## src/rtl/rns_rev_2011_2048_pkg.sv

```systemverilog
// ---------------------------------------------------------------------------
// rns_rev_2011_2048_pkg
// Shared constants and types for the {2011, 2048} residue-to-binary converter.
//   M           : odd modulus 2011
//   M_INV_2048  : multiplicative inverse of 2048 modulo 2011 (924)
//   RES_W       : residue width (11 bits)
//   X_W         : reconstructed value width (22 bits)
//   CNT_W       : width of the MUL bit counter
//   state_t     : converter FSM states
//   reduce_once : single conditional subtract of M (maps 2011..2047 back)
// ---------------------------------------------------------------------------
package rns_rev_2011_2048_pkg;

    localparam int RES_W = 11;
    localparam int X_W   = 22;
    localparam int CNT_W = 4;

    localparam logic [RES_W-1:0] M          = 11'd2011;
    localparam logic [RES_W-1:0] M_INV_2048 = 11'd924;

    typedef enum logic [1:0] {
        IDLE = 2'd0,
        PREP = 2'd1,
        MUL  = 2'd2,
        DONE = 2'd3
    } state_t;

    // An 11-bit value is < 2*M, so one subtract always yields a canonical residue.
    function automatic logic [RES_W-1:0] reduce_once(input logic [RES_W-1:0] r);
        logic [RES_W-1:0] res;
        res = (r >= M) ? (r - M) : r;
        return res;
    endfunction

endpackage

```

## src/rtl/rns_rev_2011_2048_mod_2011_dbl_add.sv

```systemverilog
// ---------------------------------------------------------------------------
// mod_2011_dbl_add
// One MSB-first step of the modular shift-and-add multiplier:
//   acc_next = (2*acc mod 2011) [+ d, mod 2011 if mul_bit]
// Ports:
//   acc      in  [10:0] current accumulator (canonical, < 2011)
//   d        in  [10:0] multiplicand (canonical, < 2011)
//   mul_bit  in         current multiplier bit
//   acc_next out [10:0] updated accumulator (canonical)
// ---------------------------------------------------------------------------
module mod_2011_dbl_add
    import rns_rev_2011_2048_pkg::*;
(
    input  logic [RES_W-1:0] acc,
    input  logic [RES_W-1:0] d,
    input  logic             mul_bit,
    output logic [RES_W-1:0] acc_next
);

    logic [RES_W:0] dbl;
    logic [RES_W:0] dbl_red;
    logic [RES_W:0] sum;
    logic [RES_W:0] sum_red;

    // Both operands are < M, so 2*acc and dbl_red + d are each < 2*M and a
    // single conditional subtract brings them back into range.
    always_comb begin
        dbl     = {acc, 1'b0};
        dbl_red = (dbl >= {1'b0, M}) ? (dbl - {1'b0, M}) : dbl;
        sum     = dbl_red + {1'b0, d};
        sum_red = dbl_red;
        if (mul_bit) begin
            sum_red = (sum >= {1'b0, M}) ? (sum - {1'b0, M}) : sum;
        end
        acc_next = sum_red[RES_W-1:0];
    end

endmodule

```

## src/rtl/rns_rev_2011_2048.sv

```systemverilog
// ---------------------------------------------------------------------------
// rns_rev_2011_2048
// Residue-number-system reverse converter for moduli {2011, 2048} using CRT:
//   t = ((R1c - R2c) * 924) mod 2011,  X = {t, R2}
// One operation in flight; fixed latency of 12 edges from acceptance to
// out_valid.
// Ports:
//   clk       in        rising-edge clock
//   rst_n     in        asynchronous active-low reset
//   in_valid  in        residue pair present
//   in_ready  out       converter idle and able to accept
//   R1        in [11:1] residue mod 2011 (2011..2047 accepted, reduced once)
//   R2        in [11:1] residue mod 2048
//   out_valid out       X holds a result
//   out_ready in        consumer accepts X
//   X         out[22:1] reconstructed value, 0 <= X < 4118528
// ---------------------------------------------------------------------------
module rns_rev_2011_2048
    import rns_rev_2011_2048_pkg::*;
(
    input  logic          clk,
    input  logic          rst_n,
    input  logic          in_valid,
    output logic          in_ready,
    input  logic [11:1]   R1,
    input  logic [11:1]   R2,
    output logic          out_valid,
    input  logic          out_ready,
    output logic [22:1]   X
);

    state_t             state_reg, state_next;
    logic [RES_W-1:0]   r1_reg,  r1_next;
    logic [RES_W-1:0]   r2_reg,  r2_next;
    logic [RES_W-1:0]   d_reg,   d_next;
    logic [RES_W-1:0]   acc_reg, acc_next;
    logic [CNT_W-1:0]   cnt_reg, cnt_next;
    logic [X_W-1:0]     x_reg,   x_next;

    logic [RES_W-1:0]   r1c;
    logic [RES_W-1:0]   r2c;
    logic [RES_W:0]     diff;
    logic [RES_W-1:0]   d_prep;
    logic [RES_W-1:0]   step_acc;
    logic               mul_bit;
    logic [RES_W-1:0]   inv_const;

    // Difference of canonical residues; on borrow the low 11 bits hold
    // 2048 + (r1c - r2c), and adding M wraps mod 2048 to r1c - r2c + 2011.
    always_comb begin
        r1c       = reduce_once(r1_reg);
        r2c       = reduce_once(r2_reg);
        diff      = {1'b0, r1c} - {1'b0, r2c};
        d_prep    = diff[RES_W] ? (diff[RES_W-1:0] + M) : diff[RES_W-1:0];
        inv_const = M_INV_2048;
        mul_bit   = inv_const[cnt_reg];
    end

    mod_2011_dbl_add u_step (
        .acc      (acc_reg),
        .d        (d_reg),
        .mul_bit  (mul_bit),
        .acc_next (step_acc)
    );

    always_comb begin
        state_next = state_reg;
        r1_next    = r1_reg;
        r2_next    = r2_reg;
        d_next     = d_reg;
        acc_next   = acc_reg;
        cnt_next   = cnt_reg;
        x_next     = x_reg;
        case (state_reg)
            IDLE: begin
                if (in_valid) begin
                    r1_next    = R1;
                    r2_next    = R2;
                    state_next = PREP;
                end
            end
            PREP: begin
                d_next     = d_prep;
                acc_next   = '0;
                cnt_next   = CNT_W'(RES_W - 1);
                state_next = MUL;
            end
            MUL: begin
                acc_next = step_acc;
                if (cnt_reg == '0) begin
                    // Result captured once so X stays frozen while DONE waits.
                    x_next     = {step_acc, r2_reg};
                    state_next = DONE;
                end else begin
                    cnt_next = cnt_reg - CNT_W'(1);
                end
            end
            DONE: begin
                if (out_ready) begin
                    state_next = IDLE;
                end
            end
            default: state_next = IDLE;
        endcase
    end

    always_ff @(posedge clk or negedge rst_n) begin
        if (!rst_n) begin
            state_reg <= IDLE;
            r1_reg    <= '0;
            r2_reg    <= '0;
            d_reg     <= '0;
            acc_reg   <= '0;
            cnt_reg   <= '0;
            x_reg     <= '0;
        end else begin
            state_reg <= state_next;
            r1_reg    <= r1_next;
            r2_reg    <= r2_next;
            d_reg     <= d_next;
            acc_reg   <= acc_next;
            cnt_reg   <= cnt_next;
            x_reg     <= x_next;
        end
    end

    assign in_ready  = (state_reg == IDLE);
    assign out_valid = (state_reg == DONE);
    assign X         = x_reg;

endmodule

```

## config.mk

```make
export PLATFORM = sky130hd
export DESIGN_NAME = rns_rev_2011_2048
export DESIGN_NICKNAME = d
export VERILOG_FILES = /design/src/rtl/rns_rev_2011_2048_pkg.sv /design/src/rtl/rns_rev_2011_2048_mod_2011_dbl_add.sv /design/src/rtl/rns_rev_2011_2048.sv
export SDC_FILE = /design/constraint.sdc
export NUM_CORES = 1
export LEC_CHECK = 0
export CAP_MARGIN = 30
export CORE_MARGIN = 2
export CORE_UTILIZATION = 51
export CTS_CLUSTER_SIZE = 8
export DETAILED_ROUTE_END_ITERATION = 10
export GPL_TIMING_DRIVEN = 0
export PLACE_DENSITY = 0.72
export SETUP_SLACK_MARGIN = 0.4
export SYNTH_ARGS = -nofsm -noshare
export SYNTH_HDL_FRONTEND = slang
export SYNTH_SLANG_ARGS = --single-unit
```

## constraint.sdc

```tcl
create_clock -name clk -period 12.3 [get_ports clk]
set_input_delay 2.46 -clock clk [delete_from_list [all_inputs] [get_ports clk]]
set_output_delay 2.46 -clock clk [all_outputs]
set_load 0.01 [all_outputs]
```

# == Yosys cells after proc, flatten, opt, wreduce, memory -nomap -nowiden ==
# Memories as Yosys holds them, arrays and structs flattened.
# Index checks and enable logic that the tools add are counted.
# word_totals
n_memories,1
in_bits,26
romBits,16
reg_bits,72
output_inout_bits,24
# op_classes
n_mux,14
order_cmp,5
addsub,8
reduce_logical,7
n_eq_ne,7
# memory_table
name,words,word_bits,rd,rd_clocked_by_memory_dff,write_ports,line_no,text
(no name shown),16,1,1,0,0,rns_rev_2011_2048.sv:56,mul_bit = inv_const[cnt_reg];
# ops
cell,count
11-bit 2-to-1 mux,5
11-bit subtractor (second input constant),3
12-bit by 11-bit greater-or-equal comparator with 1-bit output (second input constant),2
11-bit greater-or-equal comparator (second input constant),2
11-bit one-hot mux with 2 select lines,1
12-bit by 11-bit adder with 12-bit output,1
12-bit 2-to-1 mux,1
11-bit by 11-bit subtractor with 12-bit output,1
12-bit by 11-bit subtractor with 12-bit output (second input constant),1
11-bit adder (second input constant),1
2-bit one-hot mux with 4 select lines,1
4-bit one-hot mux with 2 select lines,1
2-bit 2-to-1 mux,3
2-bit != test (second input constant),3
2-bit AND reduction,3
4-bit by 5-bit < comparator with 1-bit output (second input constant),1
2-bit equality test (second input constant),2
4-bit zero test,1
4-bit 2-to-1 mux,1
4-bit by 1-bit subtractor with 4-bit output (second input constant),1
3-bit AND reduction,1
2-bit by 1-bit equality test with 1-bit output (second input constant),1
2-bit zero test,1
2-bit by 1-bit != test with 1-bit output (second input constant),1
other kinds (2),2

# == Depth between registers and ports, before layout ==
# logic_depth
word_depth,7
ltp_mapped,18

# == By module ==
# From an unflattened synthesis, not the netlist that was laid out.
# hier_totals
cells_unflattened,550
hier_area_um2,5092.4
# modules_own_cells
module,area_each_um2,n_inst,cells_per_inst
rns_rev_2011_2048,3958.8,1,380
mod_2011_dbl_add,1133.6,1,170

# == Worst setup path after synthesis ==
# No wires, ideal clock.
# synth_timing
path_type,register -> register
from,register r1_reg[0]
to,register d_reg[10]
arrival_time_ns,4.033
path_slack_ns,8.143
synth_period_minus_slack_ns,4.157
path_stages_with_launch,16
required_ns,12.176
setup_time_ns,0.124
cell_sequence,dfrtp_1 -> a21o_1 -> nor2b_1 -> o21ai_0 -> o21ai_0 -> mux2i_1 -> inv_1 -> ha_1 -> nor2b_4 -> o31a_1 -> o31a_1 -> o2111ai_4 -> a31oi_4 -> or4b_4 -> o311a_1 -> a211o_1
# synth_between
elab_chain_len,5
word_cells_on_any_way,6
classes_between,add/sub: 3; order compare: 1; mux: 2
# synth_lines
item,line_no,text
"start, declared",rns_rev_2011_2048.sv:33,"logic [RES_W-1:0] r1_reg, r1_next;"
"start signal, assigned",rns_rev_2011_2048.sv:118,r1_reg <= r1_next;
11-bit subtractor or 11-bit greater-or-equal comparator (tied branches),rns_rev_2011_2048_pkg.sv:31,res = (r >= M) ? (r - M) : r;
11-bit 2-to-1 mux *,rns_rev_2011_2048_pkg.sv:31,
11-bit by 11-bit subtractor with 12-bit output *,rns_rev_2011_2048.sv:53,"diff = {1'b0, r1c} - {1'b0, r2c};"
11-bit adder,rns_rev_2011_2048.sv:54,d_prep = diff[RES_W] ? (diff[RES_W-1:0] + M) : diff[RES_W-1:0];
11-bit 2-to-1 mux *,rns_rev_2011_2048.sv:54,
"end signal, assigned",rns_rev_2011_2048.sv:120,d_reg <= d_next;
"end, declared",rns_rev_2011_2048.sv:35,"logic [RES_W-1:0] d_reg, d_next;"
# Mark *: on every way between the ends. The rest lies on a longest branch, timed or not.
# A chain may end at the register's enable or synchronous reset.

# == Worst setup path after layout ==
# layout_timing
from,register acc_reg[2]
to,register acc_reg[1]
# layout_between
elab_chain_len,7
word_cells_on_any_way,9
classes_between,add/sub: 3; order compare: 2; mux: 4
# layout_lines
item,line_no,text
"start, declared",rns_rev_2011_2048.sv:36,"logic [RES_W-1:0] acc_reg, acc_next;"
"start signal, assigned",rns_rev_2011_2048.sv:121,acc_reg <= acc_next;
12-bit by 11-bit subtractor with 12-bit output or 12-bit by 11-bit greater-or-equal comparator with 1-bit output (tied branches),rns_rev_2011_2048_mod_2011_dbl_add.sv:29,"dbl_red = (dbl >= {1'b0, M}) ? (dbl - {1'b0, M}) : dbl;"
12-bit 2-to-1 mux *,rns_rev_2011_2048_mod_2011_dbl_add.sv:29,
12-bit by 11-bit adder with 12-bit output,rns_rev_2011_2048_mod_2011_dbl_add.sv:30,"sum = dbl_red + {1'b0, d};"
12-bit by 11-bit greater-or-equal comparator with 1-bit output or 11-bit subtractor (tied branches),rns_rev_2011_2048_mod_2011_dbl_add.sv:33,"sum_red = (sum >= {1'b0, M}) ? (sum - {1'b0, M}) : sum;"
11-bit 2-to-1 mux,rns_rev_2011_2048_mod_2011_dbl_add.sv:33,
11-bit 2-to-1 mux *,rns_rev_2011_2048_mod_2011_dbl_add.sv:32,if (mul_bit) begin
11-bit one-hot mux with 2 select lines *,rns_rev_2011_2048.sv:74,case (state_reg)
# Marks and branches as above.

==> impl_results.md <==
* Crit. path cell count at 17
* CTS clk-pin slew, worst paths at about 0.080 ns
* Maximum fanout along the worst path at 10
* Detailed Routing Iterations Pass 1 at 5
* CP dominant cell by count: clkbuf_1
* Worst-path cell chain: ha_1, a21o_1, a31o_2, clkbuf_1, nand3_1, nor2_1, xor2_1, ha_1, clkbuf_1, and3_1, and3_1, a2111oi_2, xnor2_1, clkbuf_1, a21oi_1, mux2_1, o32ai_1
* Synthesized instance count at between 500 and 600
* Syn_nets at between 600 and 700
* Post-synth EDFFs at 0
* Number of global-route vias before repair at between 4,000 and 5,000
* Setup TNS at 0 ns
* N_diodes at 0
* Cell Area, Synth at around 5300 um2
* Die span in y at 106 um
* Core Footprint at roughly 10,000 um2
* Met1 usage in global routing at 0.283
* Slew Limit Fails at 0
* Ys Warns at 0
* Post-CTS setup buffer count at 0
* Final instance area at between 6000 and 7000 um2
* Worst hold stages at 2
* DR vias/cell at 5.75
* RSZ-0062 raised after global routing: false
* CTS hold repair buffers at 0
* Dpl cells at slightly below 800
* Post-synth cell types at 71
* IO Port Bufs at just under 50
* Area Overhead vs Synth at 16.7%
* Largest net degree at the start of global routing at between 60 and 70
* Worst slew margin at 0.440
* Filler instances at just under 900
* Row cnt at 37
* Max FFs per register at 22
* DR WL/cell at roughly 16 um
* Met3 GRT Util at 0.0322
* Layout Utilization at 0.604
* Area of the die at between 10,000 and 15,000 um2
* Data arrival time of the critical path at approximately 5.3 ns
* Max_cap viols at 0
* Min Tclk post-route at around 5.1 ns
* # DRC at 0
* Worst path required time at 12.53 ns
* Clock tree from TritonCTS: yes
* Detailed placement HPWL at 9.75 mm
* Fmax at roughly 0.2 GHz
* Gr usage total at 0.233
* Fin. Hold Viols at 0
* Initial DRC count at around 180
* Critical path's top delay family: compound AO/OA/AOI/OAI gates
* Nets at a little over 700
* Io pins at 50
* Top cell type's share of synthesized area at 0.342
* Global-route wire length before repair at 21.1 mm
* Die width at about 110 um
* Initial Util at 0.518
* Post-synthesis sequential area ratio at 0.342
* Top Usage Layer GRT: met2
* CP startpoint kind: flop
* Async set or reset register ratio after synthesis at 1.00
* Non-Filler Instances at around 790
* Clock latency on the worst-skew pair at 0.35 ns
* Number of cells on the worst reg-to-reg path at 17
* Buf/Inv on CP at 3
* Most common cell after layout, fill and taps aside: nand2_1
* Share of post-route cells with drive strength above 1 at 0.107
* PostCTS Resize Cnt at 0
* Clock sink count at 72
* Crit end category: flop
* Syn Area/Cell at 8.98 um2
* Initial antenna violation count at 0
* Slew @ Worst Pin at ~0.83 ns
* Clock root buffer: clkbuf_8
* GR Overflow Total at 0
* Slowest cell on crit path: a2111oi_2
* Crit-path max cell delay at between 0.5 and 0.6 ns
* Clock buffer depth at 2
* Seq cells post-synth at 72
* Class of the worst hold path: reg2reg
* Met2 Usage GRT at 0.415
* Gpl congestion at 0.883
* Critical path class: reg2reg
* Total wire length at approximately 12 mm
* Vias at approximately 4,500
* H-tree lvl count at 3
* Finish-stage setup viols at 0
* Top post-synthesis cells by area: dfrtp_1, ha_1, mux2_2, nand2_1, xnor2_1
* Most frequent cells in the layout: nand2_1, dfrtp_1, nor2_1
* Top_reg_cell synth: dfrtp_1
* Period utilization at 0.411
* Final Skew at 0.0150 ns
* DRT antenna net count at 0
* Status: finished, final reports clean
* CTS Buf Count at 9
* Largest area contributor in the netlist: dfrtp_1
* Placed cell areas at 5960 um2
-- worst reg2reg max path: stages (launching register included) --
cell       delay (ns)
dfrtp_1          0.44
ha_1             0.24
a21o_1           0.19
a31o_2           0.16
clkbuf_1         0.32
nand3_1          0.19
nor2_1           0.15
xor2_1           0.33
ha_1             0.30
clkbuf_1         0.19
and3_1           0.26
and3_1           0.19
a2111oi_2        0.52
xnor2_1          0.16
clkbuf_1         0.24
a21oi_1          0.38
mux2_1           0.41
o32ai_1          0.28
-- worst paths after layout --
kind	start	to	slack, ns
min in group asynchronous	rst_n	acc_reg[7]$_DFFE_PN0P_	1.94
max in group asynchronous	rst_n	r1_reg[9]$_DFFE_PN0P_	9.82
min	X[19]$_DFFE_PN0P_	X[19]$_DFFE_PN0P_	0.48
max reg2reg	acc_reg[2]$_DFFE_PN0P_	acc_reg[1]$_DFFE_PN0P_	7.24
max	acc_reg[2]$_DFFE_PN0P_	acc_reg[1]$_DFFE_PN0P_	7.24
min reg2reg	X[19]$_DFFE_PN0P_	X[19]$_DFFE_PN0P_	0.48
-- final cells by class --
cell class | count | area, um2 | area share
Clock buffer | 10 | 128 | 0.0207
Clock inverter | 6 | 67.6 | 0.0110
Buffer | 20 | 77.6 | 0.0126
Tap cell | 136 | 170 | 0.0277
Sequential cell | 72 | 1800 | 0.293
Timing Repair Buffer | 50 | 515 | 0.0838
Inverter | 17 | 63.8 | 0.0104
Multi-Input combinational cell | 478 | 3330 | 0.541
-- per-stage QoR --
step                      worst slack [ns]  hold WS, ns
after detailed placement              7.31        0.461
after global placement                6.24        0.463
after global routing                  6.91        0.504
after floorplan                       8.14        0.469
final                                 7.24        0.482
after CTS                             7.27        0.493
-- logic make-up after synthesis --
logic type      after synthesis  share of synthesized area
mux                          35                     0.0736
buf+inv                      37                     0.0268
fa+ha+maj                    36                     0.0883
flops                        72                      0.342
simple gates                221                      0.202
compound gates              146                      0.201
xor+xnor                     40                     0.0664
-- cells in the mapped netlist, types with 8 or more instances --
master and n:
nand2b_1 8, xnor2_1 26, clkbuf_1 16, nand3_1 17, and2_1 9, a21oi_1 31, o21ai_0 28, nand4_1 9
ha_1 34, nor2_1 50, nor3_1 18, dfrtp_1 72, xor2_1 14, nand2_1 76, inv_1 16, mux2_2 29
-- layer usage --
| metal | up-vias | part of all wire |
|---|---|---|
| met5 | - | 0 |
| met4 | 0 | 0.026 |
| met3 | 19 | 0.034 |
| met2 | 111 | 0.51 |
| met1 | 2149 | 0.43 |
| li1 | 2261 | - |
Power is not shown: default switching activity piles up to over one toggle a cycle in this logic, so the estimate is an artifact.
